<file path="src/rtl/alu_pkg.sv">
// Shared ALU definitions: control-code encoding, legality check and the
// sequencer state type used by ALU-sharing arbiters.
package alu_pkg;

  typedef enum logic [3:0] {
    ALU_ADD   = 4'd0,
    ALU_SUB   = 4'd1,
    ALU_XOR   = 4'd2,
    ALU_AND   = 4'd3,
    ALU_PASSB = 4'd4,
    ALU_BNE   = 4'd5,
    ALU_BEQ   = 4'd7
  } alu_ctrl_t;

  typedef enum logic [1:0] {
    IDLE = 2'd0,
    EXEC = 2'd1,
    RESP = 2'd2
  } arb_state_t;

  function automatic logic alu_ctrl_legal(input logic [3:0] code);
    case (code)
      ALU_ADD, ALU_SUB, ALU_XOR, ALU_AND,
      ALU_PASSB, ALU_BNE, ALU_BEQ: alu_ctrl_legal = 1'b1;
      default:                     alu_ctrl_legal = 1'b0;
    endcase
  endfunction

endpackage

</file>
<file path="src/rtl/rr_pick.sv">
// Combinational round-robin picker: first set request bit at or above ptr,
// wrapping past NREQ-1 back to 0.
module rr_pick #(
  parameter int NREQ = 4,
  parameter int IDW  = $clog2(NREQ)
) (
  input  logic [NREQ-1:0] req,
  input  logic [IDW-1:0]  ptr,
  output logic [NREQ-1:0] grant,
  output logic [IDW-1:0]  idx,
  output logic            any_valid
);

  always_comb begin
    logic [IDW-1:0] k;
    k         = '0;
    grant     = '0;
    idx       = '0;
    any_valid = 1'b0;
    for (int i = 0; i < NREQ; i++) begin
      k = IDW'((int'(ptr) + i) % NREQ);
      if (!any_valid && req[k]) begin
        any_valid = 1'b1;
        idx       = k;
        grant[k]  = 1'b1;
      end
    end
  end

endmodule

</file>
<file path="src/rtl/alu_share_arbiter.sv">
// Shares one external combinational ALU among NREQ requesters: round-robin
// accept, one execute cycle, then a tagged response held until consumed.
module alu_share_arbiter
  import alu_pkg::*;
#(
  parameter int WIDTH = 32,
  parameter int NREQ  = 4,
  parameter int IDW   = $clog2(NREQ)
) (
  input  logic                  clk,
  input  logic                  rst_n,
  input  logic [NREQ-1:0]       req_valid,
  output logic [NREQ-1:0]       req_ready,
  input  logic [NREQ*WIDTH-1:0] req_srca,
  input  logic [NREQ*WIDTH-1:0] req_srcb,
  input  logic [NREQ*4-1:0]     req_ctrl,
  output logic [WIDTH-1:0]      alu_srca,
  output logic [WIDTH-1:0]      alu_srcb,
  output logic [3:0]            alu_ctrl,
  input  logic [WIDTH-1:0]      alu_result,
  input  logic                  alu_zero,
  output logic                  resp_valid,
  input  logic                  resp_ready,
  output logic [IDW-1:0]        resp_id,
  output logic [WIDTH-1:0]      resp_data,
  output logic                  resp_zero,
  output logic                  resp_err
);

  arb_state_t       state, state_nxt;
  logic [IDW-1:0]   rr_ptr;
  logic [NREQ-1:0]  grant;
  logic [IDW-1:0]   pick_idx;
  logic             any_valid;
  logic             accept;
  logic [WIDTH-1:0] sel_srca, sel_srcb;
  logic [3:0]       sel_ctrl;
  logic [WIDTH-1:0] srca_p0, srcb_p0;
  logic [3:0]       ctrl_p0;
  logic [IDW-1:0]   id_p0;
  logic             legal_p0;

  rr_pick #(
    .NREQ (NREQ),
    .IDW  (IDW)
  ) u_pick (
    .req       (req_valid),
    .ptr       (rr_ptr),
    .grant     (grant),
    .idx       (pick_idx),
    .any_valid (any_valid)
  );

  assign accept   = (state == IDLE) && any_valid;
  assign legal_p0 = alu_ctrl_legal(ctrl_p0);

  always_comb begin
    sel_srca = '0;
    sel_srcb = '0;
    sel_ctrl = '0;
    for (int i = 0; i < NREQ; i++) begin
      if (grant[i]) begin
        sel_srca = req_srca[i*WIDTH +: WIDTH];
        sel_srcb = req_srcb[i*WIDTH +: WIDTH];
        sel_ctrl = req_ctrl[i*4 +: 4];
      end
    end
  end

  always_ff @(posedge clk or negedge rst_n) begin
    if (!rst_n) state <= IDLE;
    else        state <= state_nxt;
  end

  always_comb begin
    state_nxt = state;
    case (state)
      IDLE:    if (any_valid) state_nxt = EXEC;
      EXEC:    state_nxt = RESP;
      RESP:    if (resp_ready) state_nxt = IDLE;
      default: state_nxt = IDLE;
    endcase
  end

  always_comb begin
    req_ready  = (state == IDLE) ? grant : '0;
    resp_valid = (state == RESP);
  end

  // Stage p0: operand registers, loaded only on an accept in IDLE
  always_ff @(posedge clk or negedge rst_n) begin
    if (!rst_n) begin
      rr_ptr  <= '0;
      srca_p0 <= '0;
      srcb_p0 <= '0;
      ctrl_p0 <= '0;
      id_p0   <= '0;
    end else if (accept) begin
      rr_ptr  <= (pick_idx == IDW'(NREQ - 1)) ? '0 : pick_idx + 1'b1;
      srca_p0 <= sel_srca;
      srcb_p0 <= sel_srcb;
      ctrl_p0 <= sel_ctrl;
      id_p0   <= pick_idx;
    end
  end

  assign alu_srca = srca_p0;
  assign alu_srcb = srcb_p0;
  assign alu_ctrl = ctrl_p0;

  // Stage p1: response capture at the end of EXEC; illegal codes mask the ALU
  always_ff @(posedge clk or negedge rst_n) begin
    if (!rst_n) begin
      resp_id   <= '0;
      resp_data <= '0;
      resp_zero <= 1'b0;
      resp_err  <= 1'b0;
    end else if (state == EXEC) begin
      resp_id   <= id_p0;
      resp_data <= legal_p0 ? alu_result : '0;
      resp_zero <= legal_p0 & alu_zero;
      resp_err  <= ~legal_p0;
    end
  end

endmodule

</file>
<file path="config.mk">
export PLATFORM = sky130hd
export DESIGN_NAME = alu_share_arbiter
export DESIGN_NICKNAME = d
export VERILOG_FILES = /design/src/rtl/alu_pkg.sv /design/src/rtl/rr_pick.sv /design/src/rtl/alu_share_arbiter.sv
export SDC_FILE = /design/constraint.sdc
export NUM_CORES = 1
export LEC_CHECK = 0
export ABC_CLOCK_PERIOD_IN_PS = 3300
export BUFFER_PORTS_ARGS = -buffer_cell sky130_fd_sc_hd__buf_4
export CORE_AREA = 2 2 163 165
export DETAILED_ROUTE_END_ITERATION = 10
export DIE_AREA = 0 0 165 167
export PLACE_DENSITY = 0.6
export SLEW_MARGIN = 20
export SYNTH_ARGS = -nofsm -noshare
export SYNTH_HDL_FRONTEND = slang
export SYNTH_SLANG_ARGS = --single-unit
</file>
<file path="constraint.sdc">
create_clock -name clk -period 3.3 [get_ports clk]
set_input_delay 0.33 -clock clk [delete_from_list [all_inputs] [get_ports clk]]
set_output_delay 0.33 -clock clk [all_outputs]
set_load 0.05 [all_outputs]
</file>
## Word-level counts from Yosys, hierarchy flattened

Cells that the tools add are included.

- Bits of input ports: 312
- Logic and storage cells: 100
- Output and inout port bits: 109
- Flip-flop bits (word level): 110

- Add/sub/neg operators: 4
- Order comparisons: 8
- Reductions and logical operators: 15
- Equality and inequality tests: 11
- Mux-type cells: 47
- Bitwise logic cells: 5

Operators with widths:

| operator | number |
|---|---|
| 32-bit two-way mux | 9 |
| 4-bit two-way mux | 9 |
| 2-bit two-way mux | 7 |
| 1-bit two-way mux | 13 |
| 4-bit by 3-bit equality test with 1-bit output, second input constant | 3 |
| 2-bit by 3-bit less-than comparator with 1-bit output, second input constant | 4 |
| 4-bit bitwise OR | 3 |
| 1-bit binary-select mux with 2-bit select | 4 |
| 1-bit demux with 2-bit select | 4 |
| 4-bit by 2-bit equality test with 1-bit output, second input constant | 2 |
| 2-bit by 1-bit >= comparator with 1-bit output, second input constant | 4 |
| 1-bit logical AND | 8 |
| 7-bit OR reduction | 1 |
| 2-bit one-hot mux with 3 select lines | 1 |
| 2-bit by 1-bit adder with 2-bit output, second input constant | 2 |
| 2-bit adder, second input constant | 2 |
| 2-bit equality test, second input constant | 2 |
| 4-bit by 1-bit equality test with 1-bit output, second input constant | 1 |
| 4-bit zero test | 1 |
| 1-bit zero test | 3 |
| 2-bit by 1-bit equality test with 1-bit output, second input constant | 1 |
| 2-bit zero test | 1 |
| 2-bit by 1-bit != test with 1-bit output, second input constant | 1 |
| 2-bit != test, second input constant | 1 |
| other kinds (3) | 3 |

## Longest topological paths before layout

- Depth in word-level cells: 16
- Depth in mapped cells: 12
- Depth with buffers taken out: 8

## By module

A second synthesis with hierarchy kept.

- Cell total of the unflattened synthesis: 761
- Area, all modules: 6,815.3 um2

Modules (own cells, without submodules):

| module | seq. area each (um2) | area an instance (um2) | times used | cells an instance |
|---|---|---|---|---|
| alu_share_arbiter | 2,752.6 | 6,393.6 | 1 | 716 |
| rr_pick | 0.0 | 421.7 | 1 | 45 |

## Worst setup path after synthesis

Ideal clock, no wire load.

- Kind: flip-flop to output port
- From: reg with a tool-made name
- To: out req_ready[1]
- Arrival time: 3.003 ns
- Stages on the path, launching flop included: 11
- Data required time: 2.970 ns
- Buffers on the path: 3
- Setup slack: -0.033 ns
- Path through: dfrtp_1 > buf_6 > inv_2 > ha_1 > inv_1 > a2111oi_2 > o31a_1 > clkbuf_1 > buf_2 > nor2_1 > nor2_1

RTL lines:

| element | line | source |
|---|---|---|
| to (decl) | alu_share_arbiter.sv:13 | `output logic [NREQ-1:0] req_ready,` |

==> run_results.csv <==
group,metric,value,unit
status,status,"completed",
global_route,use_met2,39.9,%
route,vias,8470,
clocking,htree_levels,3,
job,cap_violations,0,
layout,seq_area,2750,µm²
clocking,tritoncts,"done",
power,switching_share,54.1,%
die,coreArea,25800,µm²
layout,fin_nets,1559,
layout,drive_above_1_share,42.4,%
global_route,grt_pass1_vias,8505,
global_route,grt_first_pass_wirelength,49500,µm
power,p_per_area,1190,nW/µm²
place,dpl_worst_slack,0.485,ns
power,seqPwrFrac,18.8,%
sta,period_minus_slack,3.05,ns
sta,max_freq,0.328,GHz
setup_path,criticalPathCategory,"reg -> out",
sta,period_share,92.5,%
yosys,synth_xor_area_share,0.124,%
clocking,cts_buffers,9,
yosys,synthAdderAreaFrac,1.24,%
yosys,synth.mux.area_fraction,1.70,%
yosys,yosysTopAreaCellShare,39.1,%
place,place.gp.congestion,0.856,
global_route,grt_most_used_layer,"met2",
yosys,synth-simple-area-share,18.7,%
yosys,yosysWarningCount,0,
power,vdd_drop_max,0.597,mV
setup_path,crit_arrival,2.72,ns
clocking,clk_pin_slew,0.07,ns
route,drt-wirelength-per-cell,21.2,µm
yosys,syn_inst,872,
clocking,clk_latency,0.36,ns
route,ant_nets,0,
route,post-route-drc-count,0,
die,row_count,59,
yosys,synth_compound_area_share,33.0,%
clocking,cts_hold_buf,0,
route,dr.first_iter.drc_count,486,
yosys,synth-seq-cells,110,
layout,area_growth,54.5,%
clocking,cts_buffer_depth,2,
sta,drv_slew,0,
power,internal_power,5.92,mW
yosys,syn_area,7050,µm²
yosys,synth-seq-area-share,39.1,%
route,first_pass_iters,5,
yosys,synth_top_family_by_area,"compound AO/OA/AOI/OAI gates",
die,start_util,27.4,%
yosys,yosysTopAreaCell,"dfrtp_1",
clocking,cts.sink_count,110,
power,switchingPower,6.99,mW
place,io_buffers,420,
sta,slew_headroom,35.9,%
global_route,gr-total-overflow,0,
yosys,syn_nets,1191,
setup_path,r2r_slack,0.44,ns
route,totalWireLength,33500,µm
global_route,antenna_found_initial,1,
layout,multiInputGateArea,3930,µm²
global_route,grt_usage,23.3,%
global_route,grt_max_degree,74,
route,vias_per_cell,5.36,
layout,fillers,2633,
power,combPwrFrac,72.8,%
sta,finalHoldViolCount,0,
setup_path,start_kind,"flop",
sta,tns,0,ns
die,die_x,165,µm
layout,final_cell_mix,"442 x buf_4, 143 x nor2_1, 143 x a21oi_1",
power,clockPowerShare,8.3,%
yosys,yosysUniqueCellTypes,46,
die,die_h,167,µm
yosys,syn_area_per_cell,8.08,µm²
sta,setup_viol,0,
sta,rsz0062_at_grt,"no",
sta,skew,0.0144,ns
sta,tightest_slew,0.961,ns
sta,timing.final.ws_setup,0.249,ns
yosys,synthTopCellsByArea,"dfrtp_1 39%, a21oi_1 10%, nor2_1 7.7%, o221a_2 6.4%, o21ai_0 5.0%",
setup_path,path_max_fanout,18,
setup_path,required,2.97,ns
worst_hold_path,hp-class,"in -> async",
clocking,root_buffer,"clkbuf_16",
die,io_pins,421,
setup_path,end_kind,"primary output",
layout,final_common_cell,"buf_4",
die,die-area,27600,µm²
power,leakage,5.18,nW
place,dp_hpwl,23800,µm
global_route,grt_use_met1,28.0,%
global_route,grt_use_met3,5.48,%
==> power groups by stage <==
stage | Clock (mW) | Sequential [mW] | Combinational [mW]
detailed placement | 0 | 2.44 | 9.41
finish | 1.07 | 2.43 | 9.40
CTS | 1.11 | 2.43 | 9.39
global route | 1.16 | 2.50 | 10.0
floorplan | 0 | 4.35 | 4.45
global placement | 0 | 2.44 | 9.26
==> synth_stat cells (all sizes together) <==
master   count
nand3b       4
a22o        34
o31a         1
nand3       69
and2         1
clkinv       1
a31oi        1
a211oi       2
nor2b        3
nor4         1
and4b        1
o221a       68
dfrtp      110
or3          1
nor3         4
a221oi       1
mux2i        3
mux4         3
nand2       75
mux2         2
inv          6
xnor2        1
o31ai        2
a2bb2oi      2
or3b         1
a22oi        1
ha           7
o22ai        1
a2111oi      1
a21o         4
nor2       144
and4         1
or2          1
a311oi       1
clkbuf      65
o21ai       71
a221o        1
a21oi      144
buf         29
nand2b       4
==> final timing paths <==
kind,from,depth (start not counted),end
max,flop,8,req_ready[1]
min,rst_n,1,resp_data[29]
max reg2reg,rr_ptr[1],10,alu_srcb[1]
min reg2reg,id_p0[1],1,id_p0[1]
max in group asynchronous,rst_n,2,alu_srca[9]
min in group clk,resp_ready,2,state[1]
==> layout make-up <==
type / count / area share (%)
antenna: 1 / 0.0230
tap: 335 / 3.85
clock inverter: 6 / 0.402
clock buffer: 9 / 2.07
multi-input combinational: 661 / 36.1
sequential: 110 / 25.3
inverter: 7 / 0.241
timing repair buffer: 451 / 32.0
==> worst max-delay path, cell delays in order (launching register included) <==
cell and delay, ns:
dfrtp_1 0.39, buf_4 0.21, or3b_1 0.40, a2111oi_2 0.39
buf_4 0.21, o31a_2 0.36, nor2_1 0.12, nor2_2 0.09
buf_4 0.21
==> flip-flops by register name, indices dropped and copies added, names as in the netlist, named ones only <==
register,count
resp_err,1
alu_srca,32
resp_data,32
state,2
alu_ctrl,4
id_p0,2
rr_ptr,1
resp_zero,1
resp_id,2
alu_srcb,32
==> per-layer routing <==
metal / up-vias / share of wire [%] / routed length [µm]
li1: 3891 / - / -
met1: 4051 / 39 / 13100
met2: 471 / 49 / 16300
met3: 57 / 9.2 / 3090
met4: 0 / 3.0 / 1020
met5: - / 0 / 0
==> metrics by stage <==
stage | hold slack [ns] | instances | total power, mW | instance area (µm²) | utilization (%)
after floorplan | 0.0344 | 872 | 8.80 | 7050 | -
after CTS | 0.0710 | 1577 | 12.9 | 10900 | 42.2
final | 0.0549 | 1580 | 12.9 | 10900 | 42.3
after global routing | 0.0998 | 1580 | 13.7 | 10900 | 42.3
after detailed placement | 0.462 | 1562 | 11.8 | 10600 | 41.1
after global placement | 0.457 | 1562 | 11.7 | 10600 | 41.1
==> what timing repair did <==
action | CTS | global route
setup buffers | 0 | 2
setup endpoints to repair | 0 | 1
gates resized for setup | 0 | 1
==> cells by family (layout without fill, tap and decap cells) <==
group | after synthesis | after routing
AOI/OAI and AO/OA | 335 | 335
buffers and inverters | 101 | 473
xor gates and xnor gates | 1 | 1
muxes | 8 | 8
and+or+nand+nor | 310 | 310
DFF | 110 | 110
other | 0 | 1
adders and majority gates | 7 | 7
No activity file was read; power rests on OpenSTA's default activity.
